**src/rtl/cell_call_ret_sync_pkg.sv**
```systemverilog
// Shared types and default parameter values for the cell call/return synchroniser.
// The state encoding is common to the top and to any bench that wants to decode it.
package cell_call_ret_sync_pkg;

  typedef enum logic [1:0] {
    ST_IDLE = 2'd0,
    ST_RUN  = 2'd1,
    ST_DONE = 2'd2
  } state_e;

  localparam int DEF_NUM_CTRL       = 1;
  localparam int DEF_CALL_DELAY     = 1;
  localparam int DEF_CNT_WIDTH      = 16;
  localparam int DEF_HAS_DOWNSTREAM = 1;

endpackage

```
**src/rtl/cell_call_ret_sync_if.sv**
```systemverilog
// Call/return bundle of one cell: upstream call, downstream ret, local controllers, status.
// slave is the cell side; master is whoever drives the cell (neighbouring logic or a bench).
interface cell_call_ret_sync_if
  import cell_call_ret_sync_pkg::*;
#(
  parameter int NUM_CTRL  = DEF_NUM_CTRL,
  parameter int CNT_WIDTH = DEF_CNT_WIDTH
);

  logic                 call_in;
  logic                 call_out;
  logic                 ret_in;
  logic                 ret_out;
  logic [NUM_CTRL-1:0]  ctrl_mask;
  logic [NUM_CTRL-1:0]  ctrl_call;
  logic [NUM_CTRL-1:0]  ctrl_ret;
  logic                 busy;
  logic [CNT_WIDTH-1:0] run_cycles;
  logic                 err;

  modport slave (
    input  call_in, ret_in, ctrl_mask, ctrl_ret,
    output call_out, ret_out, ctrl_call, busy, run_cycles, err
  );

  modport master (
    output call_in, ret_in, ctrl_mask, ctrl_ret,
    input  call_out, ret_out, ctrl_call, busy, run_cycles, err
  );

endinterface

```
**src/rtl/call_delay_line.sv**
```systemverilog
// Single-bit shift register of DEPTH stages with synchronous reset.
// Output is the input delayed by exactly DEPTH clocks; DEPTH must be at least 1.
module call_delay_line #(
  parameter int DEPTH = 1
) (
  input  logic clk,
  input  logic rst,
  input  logic d_i,
  output logic q_o
);

  logic [DEPTH-1:0] sr_q;

  generate
    if (DEPTH == 1) begin : g_single
      always_ff @(posedge clk) begin
        if (rst) sr_q <= 1'b0;
        else     sr_q <= d_i;
      end
    end else begin : g_multi
      always_ff @(posedge clk) begin
        if (rst) sr_q <= '0;
        else     sr_q <= {sr_q[DEPTH-2:0], d_i};
      end
    end
  endgenerate

  assign q_o = sr_q[DEPTH-1];

endmodule

```
**src/rtl/cell_call_ret_sync.sv**
```systemverilog
// Call/return synchroniser for one chain cell: fans a call out to local sequencers,
// forwards it downstream, and raises ret_out once every unmasked party has returned.
//
// state | meaning
// IDLE  | no call seen since reset
// RUN   | call accepted, waiting for controller/downstream returns
// DONE  | all returns collected, ret_out held high until the next call
module cell_call_ret_sync
  import cell_call_ret_sync_pkg::*;
#(
  parameter int NUM_CTRL       = DEF_NUM_CTRL,
  parameter int CALL_DELAY     = DEF_CALL_DELAY,
  parameter int CNT_WIDTH      = DEF_CNT_WIDTH,
  parameter int HAS_DOWNSTREAM = DEF_HAS_DOWNSTREAM
) (
  input logic                 clk,
  input logic                 rst,
  cell_call_ret_sync_if.slave bus
);

  localparam bit                 DS_EN   = (HAS_DOWNSTREAM != 0);
  localparam logic [CNT_WIDTH-1:0] CNT_MAX = {CNT_WIDTH{1'b1}};

  state_e               state_q;
  logic [NUM_CTRL-1:0]  done_q, done_d;
  logic                 ds_q, ds_d;
  logic [NUM_CTRL-1:0]  ctrl_call_q;
  logic                 busy_q;
  logic                 ret_out_q;
  logic [CNT_WIDTH-1:0] run_cycles_q;
  logic                 err_q, err_d;

  logic in_run;
  logic accept;
  logic ret_ds;
  logic complete;

  assign in_run = (state_q == ST_RUN);
  assign accept = bus.call_in & ~in_run;
  assign ret_ds = bus.ret_in & DS_EN;

  // A return on a flag that is already set covers masked controllers too,
  // since their flags are preset at acceptance.
  always_comb begin
    done_d   = done_q | bus.ctrl_ret;
    ds_d     = ds_q | ret_ds;
    complete = (&done_d) & ds_d;
    err_d    = 1'b0;
    if (in_run)
      err_d = bus.call_in | (|(bus.ctrl_ret & done_q)) | (ret_ds & ds_q);
    else
      err_d = (|bus.ctrl_ret) | ret_ds;
  end

  always_ff @(posedge clk) begin
    if (rst) begin
      state_q      <= ST_IDLE;
      done_q       <= '0;
      ds_q         <= 1'b0;
      ctrl_call_q  <= '0;
      busy_q       <= 1'b0;
      ret_out_q    <= 1'b0;
      run_cycles_q <= '0;
      err_q        <= 1'b0;
    end else begin
      ctrl_call_q <= '0;
      err_q       <= err_d;
      case (state_q)
        ST_RUN: begin
          done_q <= done_d;
          ds_q   <= ds_d;
          if (run_cycles_q != CNT_MAX)
            run_cycles_q <= run_cycles_q + CNT_WIDTH'(1);
          if (complete) begin
            state_q   <= ST_DONE;
            busy_q    <= 1'b0;
            ret_out_q <= 1'b1;
          end
        end
        default: begin
          if (accept) begin
            state_q      <= ST_RUN;
            busy_q       <= 1'b1;
            ret_out_q    <= 1'b0;
            ctrl_call_q  <= ~bus.ctrl_mask;
            done_q       <= bus.ctrl_mask;
            ds_q         <= ~DS_EN;
            run_cycles_q <= '0;
          end
        end
      endcase
    end
  end

  // The delay line is independent of the FSM so calls in flight still emerge.
  call_delay_line #(
    .DEPTH (CALL_DELAY)
  ) u_call_delay (
    .clk (clk),
    .rst (rst),
    .d_i (accept),
    .q_o (bus.call_out)
  );

  assign bus.ctrl_call  = ctrl_call_q;
  assign bus.busy       = busy_q;
  assign bus.ret_out    = ret_out_q;
  assign bus.run_cycles = run_cycles_q;
  assign bus.err        = err_q;

endmodule
```
**src/flat_wrapper.sv**
```systemverilog
// flat-port wrapper written by rule: the top's interface ports become plain ports
module cell_call_ret_sync_flat import cell_call_ret_sync_pkg::*;
#(
  parameter int NUM_CTRL       = DEF_NUM_CTRL,
  parameter int CALL_DELAY     = DEF_CALL_DELAY,
  parameter int CNT_WIDTH      = DEF_CNT_WIDTH,
  parameter int HAS_DOWNSTREAM = DEF_HAS_DOWNSTREAM
)
  (clk, rst, bus_call_in, bus_ret_in, bus_ctrl_mask, bus_ctrl_ret, bus_call_out, bus_ret_out, bus_ctrl_call, bus_busy, bus_run_cycles, bus_err);
  cell_call_ret_sync_if #(.NUM_CTRL(NUM_CTRL), .CNT_WIDTH(CNT_WIDTH)) bus_i ();
  input logic clk;
  input logic rst;
  input wire logic [$bits(bus_i.call_in)-1:0] bus_call_in;
  input wire logic [$bits(bus_i.ret_in)-1:0] bus_ret_in;
  input wire logic [$bits(bus_i.ctrl_mask)-1:0] bus_ctrl_mask;
  input wire logic [$bits(bus_i.ctrl_ret)-1:0] bus_ctrl_ret;
  output wire logic [$bits(bus_i.call_out)-1:0] bus_call_out;
  output wire logic [$bits(bus_i.ret_out)-1:0] bus_ret_out;
  output wire logic [$bits(bus_i.ctrl_call)-1:0] bus_ctrl_call;
  output wire logic [$bits(bus_i.busy)-1:0] bus_busy;
  output wire logic [$bits(bus_i.run_cycles)-1:0] bus_run_cycles;
  output wire logic [$bits(bus_i.err)-1:0] bus_err;
  assign bus_i.call_in = bus_call_in;
  assign bus_i.ret_in = bus_ret_in;
  assign bus_i.ctrl_mask = bus_ctrl_mask;
  assign bus_i.ctrl_ret = bus_ctrl_ret;
  assign bus_call_out = bus_i.call_out;
  assign bus_ret_out = bus_i.ret_out;
  assign bus_ctrl_call = bus_i.ctrl_call;
  assign bus_busy = bus_i.busy;
  assign bus_run_cycles = bus_i.run_cycles;
  assign bus_err = bus_i.err;
  cell_call_ret_sync #(.NUM_CTRL(NUM_CTRL), .CALL_DELAY(CALL_DELAY), .CNT_WIDTH(CNT_WIDTH), .HAS_DOWNSTREAM(HAS_DOWNSTREAM)) u_core (.clk(clk), .rst(rst), .bus(bus_i));
endmodule
```
**config.mk**
```make
export PLATFORM = sky130hd
export DESIGN_NAME = cell_call_ret_sync_flat
export DESIGN_NICKNAME = d
export VERILOG_FILES = /design/src/rtl/cell_call_ret_sync_pkg.sv /design/src/rtl/cell_call_ret_sync_if.sv /design/src/rtl/call_delay_line.sv /design/src/rtl/cell_call_ret_sync.sv /design/src/flat_wrapper.sv
export SDC_FILE = /design/constraint.sdc
export NUM_CORES = 1
export LEC_CHECK = 0
export BUFFER_PORTS_ARGS = -buffer_cell sky130_fd_sc_hd__buf_4
export CORE_ASPECT_RATIO = 1.4
export CORE_MARGIN = 8
export CORE_UTILIZATION = 47
export CTS_CLUSTER_DIAMETER = 30
export DETAILED_ROUTE_END_ITERATION = 8
export PLACE_DENSITY = 0.74
export SYNTH_ARGS = -nofsm -noshare
export SYNTH_HDL_FRONTEND = slang
export SYNTH_HIERARCHICAL = 1
export SYNTH_SLANG_ARGS = --single-unit
```
**constraint.sdc**
```tcl
create_clock -name clk -period 1.65 [get_ports clk]
set_input_delay 0.4125 -clock clk [delete_from_list [all_inputs] [get_ports clk]]
set_output_delay 0.4125 -clock clk [all_outputs]
set_load 0.01 [all_outputs]
```
==> impl_metrics.tcl <==
set metrics [dict create \
    slowest_delay_ns 0.43 \
    synth-seq-cells 23 \
    pre_cts_ws_ns -0.0606 \
    finClkSkew_ns 0.0114 \
    setup.worst_path.class "reg2reg" \
    first_pass_iters 4 \
    nets 212 \
    cts_made_buffers 3 \
    max_cap_violations 0 \
    drt-initial-drc-count 76 \
    min_path_type "in2reg" \
    fin_area_sq_um 1770 \
    grt.total_usage_pct 17.5 \
    drive_gt1_share_pct 47.5 \
    path_cells "and3_4, nand3_4, or3_4, or4_4, a31oi_2" \
    clock-sinks 23 \
    whs_path_depth 2 \
    synth_enable_flop_cells 0 \
    cts_tree "done" \
    r2r-end "u_core/bus.run_cycles[13]" \
    num_rows 21 \
    ir_worst_vdd_v 0.000617 \
    power-per-cell-area_nw_per_um2 568 \
    synth-seq-area-share_pct 39.9 \
    hpwlAfterDp_um 2760 \
    fin_crit_ns 1.69 \
    core_area_sq_um 2360 \
    die_w_um 57.9 \
    die-area_sq_um 4320 \
    ctsHoldBuffers 0 \
    drt_wl_total_um 3930 \
    grt_max_degree 20 \
    drtAntennaViolNets 0 \
    fill_cells 174 \
    cp.required_ns 1.90 \
    rsz0062_at_grt "yes" \
    final_cell_mix "buf_4 (63), nor2_1 (18), dfxtp_1 (14), nand2_1 (12), a21oi_1 (9)" \
    grt_pass1_wl_um 6170 \
    cts_buffer_depth 2 \
    netlist-cell-type-count 37 \
    num_vias 1421 \
    antenna_found_initial 0 \
    grt_pass1_vias 1384 \
    multi_input_area_sq_um 756 \
    rr_worst_depth 5 \
    io_pins 27 \
    r2r_slack_ns -0.04 \
    syn2layout_area_growth_pct 52.9 \
    dieHeight_um 74.7 \
    start_util_pct 48.8 \
    maxSlewHeadroom_pct 68.6 \
    critPathArrivalTime_ns 1.95 \
    finalSetupViolCount 1 \
    path_delay_family "simple AND/OR/NAND/NOR gates" \
    synthFlopType "dfxtp_1" \
    syn-num-nets 150 \
    p_leak_nw 0.715 \
    startpoint_type "flop" \
    outcome "complete, but fails checks" \
    clk_latency_ns 0.31 \
    violations "negative setup slack" \
    antennaDiodeCount 0 \
    placed_area_sq_um 1610 \
    critPathBufInv 0 \
    finalHoldViolCount 0 \
    end_kind "flop" \
    port_buffers 26 \
    worst_slack_ns -0.0421 \
    wl_per_cell_um 17.3 \
    netlist_instances 143 \
    drc 0 \
    cp_slowest_cell "or4_4" \
    clkSlewWorstSetupHoldPaths_ns 0.14 \
    seqCellArea_sq_um 477 \
    post-route-period-util_pct 103 \
    avgSynthCellArea_sq_um 8.08 \
    layout_commonest_cell "buf_4" \
    clockRootBuffer "clkbuf_4" \
    yosysWarnings 6 \
    routed_via_density 6.26 \
    hp-start "bus_ctrl_mask" \
    grt_remaining_overflow 0 \
    htreeDepth 1 \
    syn_area_sq_um 1150 \
    holdPathEnd "u_core/bus.ctrl_call" \
    async_flop_share_pct 0 \
    place.gp.congestion 0.931 \
    fmax_mhz 591 \
    worst_slew_pin_slew_ns 0.469 \
    r2r-start "u_core/bus.run_cycles[0]" \
    cp_max_fo 4 \
    slew_viol_final 0 \
]
==> synthesized netlist by cell type, types with 2 or more instances <==
cell type	number	share of area (%)
nand3_1	11	4.8
and3_1	3	1.6
o21ai_0	4	1.7
dfxtp_1	23	40
nand2b_1	3	1.6
and4_1	2	1.5
o211ai_1	4	2.6
nand4_1	4	2.2
a21oi_1	10	4.3
nand2_1	13	4.2
nor2_1	19	6.2
nor3_1	4	1.7
or3_1	5	2.7
a31oi_1	4	2.2
clkbuf_1	4	1.3
xor2_1	3	2.3
mux2i_1	2	1.7
a211oi_1	4	2.6
nor4_1	3	1.6
==> cells by family (layout without fill, tap and decap cells) <==
kind of cell | Yosys count | after routing | share of synthesized area, %
flip-flops | 23 | 23 | 39.9
AND/OR/NAND/NOR | 74 | 74 | 33.7
multiplexers | 2 | 2 | 1.73
adder cells (fa/ha/maj) | 1 | 1 | 1.08
XOR/XNOR | 4 | 4 | 3.03
AO/OA/AOI/OAI | 32 | 32 | 18.0
buffers and inverters | 7 | 68 | 2.60
==> worst max-delay path by stage <==
stage	slack, ns	from	endpoint	cells after the start
4_1_cts	-0.04	u_core/bus.run_cycles[8]	u_core/bus.run_cycles[13]	5
3_5_place_dp	-0.06	u_core/bus.run_cycles[1]	u_core/bus.run_cycles[13]	6
6_report	-0.04	u_core/bus.run_cycles[0]	u_core/bus.run_cycles[13]	5
3_3_place_gp	-0.0002	u_core/bus.run_cycles[6]	u_core/bus.run_cycles[14]	6
5_1_grt	-0.09	u_core/bus.run_cycles[0]	u_core/bus.run_cycles[13]	5
2_1_floorplan	-0.06	u_core/bus.run_cycles[7]	u_core/bus.run_cycles[13]	6
==> per-layer routing <==
layer	vias to the layer above	GRT usage (%)	wire [um]
met1	674	18.1	1470
met5	-	0	0
met3	17	2.74	269
met4	0	6.83	150
met2	69	34.1	2040
li1	661	-	-
==> flip-flops by register name (all words and copies together), names as in the netlist <==
name                     flops
u_core/state_q               2
u_core/bus.run_cycles       16
u_core/u_call_delay/q_o      1
u_core/ds_q                  1
u_core/bus.err               1
u_core/bus.ctrl_call         1
u_core/done_q                1
==> through the flow <==
stage	instances	util, %	TNS (ns)	power [W]	hold slack, ns
floorplan	143	-	-0.0555	0.000665	0.453
global placement	219	67.9	-0.000195	0.000737	0.471
finish	227	74.7	-0.0421	0.00100	0.251
detailed placement	219	67.9	-0.126	0.000742	0.495
CTS	223	70.2	-0.0385	0.00100	0.247
global route	227	74.7	-0.437	0.00105	0.227
==> repair_timing <==
| action | in CTS | in global routing |
|---|---|---|
| setup endpoints to repair | 4 | 13 |
| setup buffers | 0 | 4 |
| pin swaps | 2 | 13 |
| gates resized for setup | 8 | 19 |
==> where the power goes <==
group          total, W  leakage, nW  switching, W  internal (W)
clock network  0.000262       0.0177      0.000172     0.0000904
registers      0.000579        0.192     0.0000111      0.000568
logic          0.000162        0.506     0.0000915     0.0000706
total           0.00100        0.715      0.000274      0.000729
==> area by class of cell <==
class,instances,share of cell area [%]
inverters,1,0.213
clock inverters,1,0.283
repair buffers,63,26.8
flip-flops and latches,23,27.0
well taps,23,1.63
clock buffers,3,1.28
multi-input cells,113,42.8
Power figures use the tool's default switching activity.
